--- config.mk ---
export PLATFORM = sky130hd
export DESIGN_NAME = xdma_clock_ctrl_flat
export DESIGN_NICKNAME = d
export VERILOG_FILES = /design/src/rtl/xdma_clock_pkg.sv /design/src/rtl/xdma_clock_ctrl_if.sv /design/src/rtl/xdma_cycle_counter.sv /design/src/rtl/xdma_clock_ctrl.sv /design/src/flat_wrapper.sv
export SDC_FILE = /design/constraint.sdc
export NUM_CORES = 1
export LEC_CHECK = 0
export CAP_MARGIN = 25
export CORE_ASPECT_RATIO = 1.75
export CORE_MARGIN = 4
export CORE_UTILIZATION = 35
export CTS_CLUSTER_DIAMETER = 50
export CTS_CLUSTER_SIZE = 24
export DETAILED_ROUTE_END_ITERATION = 8
export PLACE_DENSITY = 0.62
export SLEW_MARGIN = 20
export SYNTH_ARGS = -nofsm -noshare
export SYNTH_HDL_FRONTEND = slang
export SYNTH_SLANG_ARGS = --single-unit
--- constraint.sdc ---
create_clock -name clock -period 8.24 [get_ports clock]
set_input_delay 1.648 -clock clock [delete_from_list [all_inputs] [get_ports clock]]
set_output_delay 1.648 -clock clock [all_outputs]
set_load 0.05 [all_outputs]
--- src/rtl/xdma_clock_pkg.sv ---
// Shared op codes, FSM encodings and default widths for the XDMA clock controller.
package xdma_clock_pkg;

  localparam int STEP_W_DEF = 32;
  localparam int CNT_W_DEF  = 64;

  typedef enum logic [1:0] {
    OP_NOP   = 2'd0,
    OP_RUN   = 2'd1,
    OP_PAUSE = 2'd2,
    OP_STEP  = 2'd3
  } op_e;

  // Encoding 3 is unused and recovers to ST_HALT.
  typedef enum logic [1:0] {
    ST_HALT = 2'd0,
    ST_RUN  = 2'd1,
    ST_STEP = 2'd2
  } state_e;

endpackage

--- src/rtl/xdma_clock_ctrl_if.sv ---
// Host command channel of the clock controller: valid/ready handshake with op and step count.
interface xdma_clock_ctrl_if
  import xdma_clock_pkg::*;
#(
  parameter int STEP_W = STEP_W_DEF
) ();

  logic              cmd_valid;
  logic              cmd_ready;
  logic [1:0]        cmd_op;
  logic [STEP_W-1:0] cmd_arg;

  modport master (output cmd_valid, output cmd_op, output cmd_arg, input cmd_ready);
  modport slave  (input cmd_valid, input cmd_op, input cmd_arg, output cmd_ready);

endinterface

--- src/rtl/xdma_cycle_counter.sv ---
// Free-running wrap-around counter of enabled core clock cycles.
module xdma_cycle_counter
  import xdma_clock_pkg::*;
#(
  parameter int WIDTH = CNT_W_DEF
) (
  input  logic             clk_i,
  input  logic             rst_ni,
  input  logic             inc_i,
  output logic [WIDTH-1:0] cnt_o
);

  logic [WIDTH-1:0] cnt_q;

  always_ff @(posedge clk_i) begin
    if (!rst_ni) begin
      cnt_q <= '0;
    end else if (inc_i) begin
      cnt_q <= cnt_q + WIDTH'(1);
    end
  end

  assign cnt_o = cnt_q;

endmodule

--- src/rtl/xdma_clock_ctrl.sv ---
// Core clock-enable controller: HALT / RUN / STEP(N) driven by host commands, gated by
// output-buffer back-pressure, with a running count of enabled cycles.
module xdma_clock_ctrl
  import xdma_clock_pkg::*;
#(
  parameter int STEP_W = STEP_W_DEF,
  parameter int CNT_W  = CNT_W_DEF
) (
  input  logic                 clock,
  input  logic                 reset,
  xdma_clock_ctrl_if.slave     cmd,
  input  logic                 stall_req,
  output logic                 core_clock_enable,
  output logic [1:0]           state,
  output logic                 step_done,
  output logic [CNT_W-1:0]     enabled_cycles
);

  state_e            state_q, state_d;
  logic [STEP_W-1:0] rem_q, rem_d;
  logic              en_q, en_d;
  logic              done_q, done_d;
  logic              fin_d;
  logic              ready_q;
  logic              acc;
  op_e               op;

  assign cmd.cmd_ready = ready_q;
  assign acc           = cmd.cmd_valid & ready_q;
  assign op            = op_e'(cmd.cmd_op);

  always_ff @(posedge clock) begin
    if (!reset) begin
      state_q <= ST_HALT;
      rem_q   <= '0;
      en_q    <= 1'b0;
      done_q  <= 1'b0;
      ready_q <= 1'b0;
    end else begin
      state_q <= state_d;
      rem_q   <= rem_d;
      en_q    <= en_d;
      done_q  <= done_d;
      ready_q <= 1'b1;
    end
  end

  // Step progression first; an accepted command then overrides it.
  always_comb begin
    state_d = state_q;
    rem_d   = rem_q;
    fin_d   = 1'b0;
    case (state_q)
      ST_HALT, ST_RUN: ;
      ST_STEP: begin
        if (en_q) begin
          rem_d = rem_q - STEP_W'(1);
          if (rem_q == STEP_W'(1)) begin
            state_d = ST_HALT;
            fin_d   = 1'b1;
          end
        end
      end
      default: begin
        state_d = ST_HALT;
        rem_d   = '0;
      end
    endcase
    if (acc) begin
      case (op)
        OP_RUN: begin
          state_d = ST_RUN;
          rem_d   = '0;
          fin_d   = 1'b0;
        end
        OP_PAUSE: begin
          state_d = ST_HALT;
          rem_d   = '0;
          fin_d   = 1'b0;
        end
        OP_STEP: begin
          if (cmd.cmd_arg == '0) begin
            state_d = ST_HALT;
            rem_d   = '0;
            fin_d   = 1'b1;
          end else begin
            state_d = ST_STEP;
            rem_d   = cmd.cmd_arg;
            fin_d   = 1'b0;
          end
        end
        default: ;
      endcase
    end
  end

  always_comb begin
    en_d   = ((state_d == ST_RUN) || ((state_d == ST_STEP) && (rem_d != '0))) && !stall_req;
    done_d = fin_d;
  end

  xdma_cycle_counter #(.WIDTH(CNT_W)) u_cnt (
    .clk_i  (clock),
    .rst_ni (reset),
    .inc_i  (en_q),
    .cnt_o  (enabled_cycles)
  );

  assign core_clock_enable = en_q;
  assign state             = state_q;
  assign step_done         = done_q;

endmodule

--- src/flat_wrapper.sv ---
// flat-port wrapper written by rule: the top's interface ports become plain ports
module xdma_clock_ctrl_flat import xdma_clock_pkg::*;
#(
  parameter int STEP_W = STEP_W_DEF,
  parameter int CNT_W  = CNT_W_DEF
)
  (clock, reset, stall_req, core_clock_enable, state, step_done, enabled_cycles, cmd_cmd_valid, cmd_cmd_op, cmd_cmd_arg, cmd_cmd_ready);
  xdma_clock_ctrl_if #(.STEP_W(STEP_W)) cmd_i ();
  input  logic clock;
  input  logic reset;
  input  logic stall_req;
  output logic core_clock_enable;
  output logic [1:0] state;
  output logic step_done;
  output logic [CNT_W-1:0] enabled_cycles;
  input wire logic [$bits(cmd_i.cmd_valid)-1:0] cmd_cmd_valid;
  input wire logic [$bits(cmd_i.cmd_op)-1:0] cmd_cmd_op;
  input wire logic [$bits(cmd_i.cmd_arg)-1:0] cmd_cmd_arg;
  output wire logic [$bits(cmd_i.cmd_ready)-1:0] cmd_cmd_ready;
  assign cmd_i.cmd_valid = cmd_cmd_valid;
  assign cmd_i.cmd_op = cmd_cmd_op;
  assign cmd_i.cmd_arg = cmd_cmd_arg;
  assign cmd_cmd_ready = cmd_i.cmd_ready;
  xdma_clock_ctrl #(.STEP_W(STEP_W), .CNT_W(CNT_W)) u_core (.clock(clock), .reset(reset), .cmd(cmd_i), .stall_req(stall_req), .core_clock_enable(core_clock_enable), .state(state), .step_done(step_done), .enabled_cycles(enabled_cycles));
endmodule
==> qor_table.md <==
| Parameter | Value | Unit |
|:---|:---|:---|
| 1st-pass router iterations | 4 | - |
| Maximum clock skew at final layout | 8.33 | ps |
| Sum of buffers and inverters on the critical path | 1 | - |
| Count of unresolved DRC violations after routing | 0 | - |
| Max frequency | 0.248 | GHz |
| Post-Route Setup TNS | 0 | ps |
| Number of global-route vias before repair | 5030 | - |
| Instance count of the mapped netlist | 622 | - |
| Post-Syn Nets | 663 | - |
| Area of the die | 17300 | um2 |
| Kind of cell with the highest combined delay on the critical path | simple AND/OR/NAND/NOR gates | - |
| Count of different cell masters after synthesis | 53 | - |
| Remaining global-route overflow | 0 | - |
| Fraction of final layout cells with drive strength greater than 1 | 4.04 | % |
| Vert. Die Dim | 171 | um |
| Final HPWL DP | 11400 | um |
| Pin count of the biggest net entering global routing | 102 | - |
| Number of placed I/O pins | 107 | - |
| Chip Width | 101 | um |
| Final-report hold violation count | 0 | - |
| Number of max-cap violations | 0 | - |
| Final Cycle Share | 49.0 | % |
| Top cells by area in the synthesized netlist | dfxtp_1 (38%), xnor2_1 (7.7%), and2_1 (7.6%) | - |
| Predominant post-synthesis flop cell | dfxtp_1 | - |
| Hold Path Depth | 2 | - |
| Crit path launch type | input port | - |
| Via density per instance | 5.45 | - |
| Worst path required time | 8440 | ps |
| Cell count of the worst reg-to-reg path | 7 | - |
| Layout overhead on the synthesized area | 28.2 | % |
| Chain of cells forming the critical path | clkdlybuf4s50_1, nor4_1, nand4_1, or4_1, o21a_1, a211o_1, nand3b_1, a31oi_1 | - |
| H-Tree Depth | 3 | - |
| Number of buffers on the longest clock path | 2 | - |
| Setup repair after global routing missed its margin | no | - |
| Number of nets at the end of the flow | 754 | - |
| Core occupancy in the finished layout | 45.7 | % |
| Routed wire length | 15300 | um |
| Arrival time reported for the critical path endpoint | 4240 | ps |
| Insertion delay of the later-clocked pin in the worst-skew pair | 340 | ps |
| Leakage power figure | 2.47 | nW |
| Total via count in the routed design | 4908 | - |
| Post-Place Cell Area | 6500 | um2 |
| Number of buffers inserted to repair setup after CTS | 0 | - |
| Headroom to the max-slew limit | 41.9 | % |
| Worst min path class | reg2reg | - |
| Mean cell area of the mapped netlist | 8.56 | um2 |
| Number of diodes | 0 | - |
| Num CTS Buffers | 9 | - |
| Kind of critical path | in2reg | - |
| Crit path capture type | flop | - |
| Root buffer selected by CTS | clkbuf_16 | - |
| Number of cell rows | 59 | - |
| Top-area cell type share of the netlist area | 38.0 | % |
| Largest fanout on the critical path | 24 | - |
| Number of warnings issued by yosys | 0 | - |
| Worst-margin pin slew | 871 | ps |
| Fraction of the yosys area taken by sequential cells | 38.0 | % |
| Buffers added on ports | 106 | - |
| Cell with the most instances after synthesis | dfxtp_1 | - |
| FFs w/ async S/R, synth | 0 | % |
| Crit path max-delay cell type | o21a_1 | - |
| Post-synth top area cell | dfxtp_1 | - |
| First-pass GRT wire length | 24500 | um |
| Initial core utilization | 35.7 | % |
| Post-route standard cell area excluding fillers | 6820 | um2 |
| Number of DRC violations after detailed-routing iteration 0 | 139 | - |
| Critical path's largest stage delay | 510 | ps |
| Number of synthesized flops with an enable pin | 0 | - |
| Area of the mapped netlist | 5320 | um2 |
| Time the final worst path needs with I/O delays and setup | 4040 | ps |
| Final Hold Slack | 528 | ps |
| Total stage count of the critical path | 8 | - |
| All-layer global routing usage | 17.6 | % |
| Run status | finished clean | - |
| Clock tree from TritonCTS | done | - |
| Number of sinks on the clock net | 101 | - |
| Final RePlAce weighted congestion | 0.921 | - |
| Setup violations, final | 0 | - |
| Power per standard cell area | 154 | nW/um2 |
| Post-CTS Hold Fix Bufs | 0 | - |
| Core Area | 14900 | um2 |
| Post-cts sizing count | 0 | - |
| Antenna violations before repair | 0 | - |
| Number of slew-limit violations in the final report | 0 | - |
| Worst IR Drop VDD | 75.8 | uV |
| List of most frequent post-synthesis cells | dfxtp_1 (101), and2_1 (65), nand2_1 (50) | - |
| Wirelength per Cell | 17.0 | um |
| CTS clock-pin slew for the worst setup and hold paths | 70 | ps |
| Final antenna-violating net count | 0 | - |
| Synthesized flop and latch total | 101 | - |
-- placed cells by master (no fill, tap or decap), types with 3 or more instances in the layout --
cell,instances
nor2_1,16
and4_1,11
xnor2_1,47
clkdlybuf4s50_1,105
o211ai_1,3
xor2_1,28
mux2i_1,3
clkbuf_16,9
buf_4,3
or4_1,6
inv_1,10
a21boi_0,19
nand3_1,26
and3_1,10
or3_1,19
or4_4,3
ha_1,3
nand4b_1,3
nor2b_1,20
nor4_1,23
or2_2,4
nand4_1,18
a22oi_1,13
and2_1,65
a21oi_1,4
dfxtp_1,101
nor3_1,29
o21ai_0,29
nand2_1,50
o21a_1,4
-- area by class of cell --
type / count / area, um2
fillers: 1508 / 8090
multi-input cells: 482 / 3130
inverters: 10 / 37.5
flip-flops and latches: 101 / 2020
well taps: 183 / 229
clock inverters: 5 / 82.6
clock buffers: 11 / 243
repair buffers: 109 / 1080
-- path summary, 6_finish.rpt --
path,start,to,slack [ps]
min,u_core.u_cnt.cnt_o[44],u_core.u_cnt.cnt_o[44],530
max reg2reg,u_core.core_clock_enable,u_core.u_cnt.cnt_o[38],4810
max,cmd_cmd_arg[27],u_core.core_clock_enable,4200
min reg2reg,u_core.u_cnt.cnt_o[44],u_core.u_cnt.cnt_o[44],530
-- worst register-to-register path: stages, from the launching register on --
cell,delay [ps]
dfxtp_1,650
and3_1,280
nand4_1,260
nor3_1,720
nand3_1,710
nor4_1,450
xor2_1,100
and2_1,160
-- registers in the layout (all words and copies together) (netlist names) --
| name | cells |
|---|---|
| u_core.rem_q | 32 |
| u_core.state | 2 |
| u_core.u_cnt.cnt_o | 64 |
| u_core.cmd.cmd_ready | 1 |
| u_core.step_done | 1 |
| u_core.core_clock_enable | 1 |
-- stage by stage --
stage,worst slack (ps),power [mW],std cells
floorplan,4750,0.557,622
CTS,4190,1.06,901
detailed placement,3840,0.595,885
finish,4200,1.05,901
global route,4120,1.09,901
global placement,3900,0.594,885
-- report_power, final --
group	internal [mW]	leakage, nW	switching (mW)
Clock	0.276	0.160	0.191
Sequential	0.492	0.815	0.00679
Combinational	0.0384	1.49	0.0465
Total	0.807	2.47	0.244
-- metal layers --
metal | up-vias | GRT usage, % | part of all wire (%)
li1 | 2393 | - | -
met1 | 2337 | 17.8 | 37
met2 | 139 | 33.0 | 54
met3 | 39 | 3.47 | 4.9
met4 | 0 | 9.61 | 4.6
met5 | - | 0 | 0
-- cells by family after synthesis --
group / Yosys count / synth area share (%)
and+or+nand+nor: 315 / 34.3
xor gates and xnor gates: 75 / 12.3
DFF: 101 / 38.0
buffers and inverters: 39 / 3.22
adders and majority gates: 3 / 0.705
AOI/OAI and AO/OA: 86 / 10.8
muxes: 3 / 0.564
No activity file was read; power rests on OpenSTA's default activity.
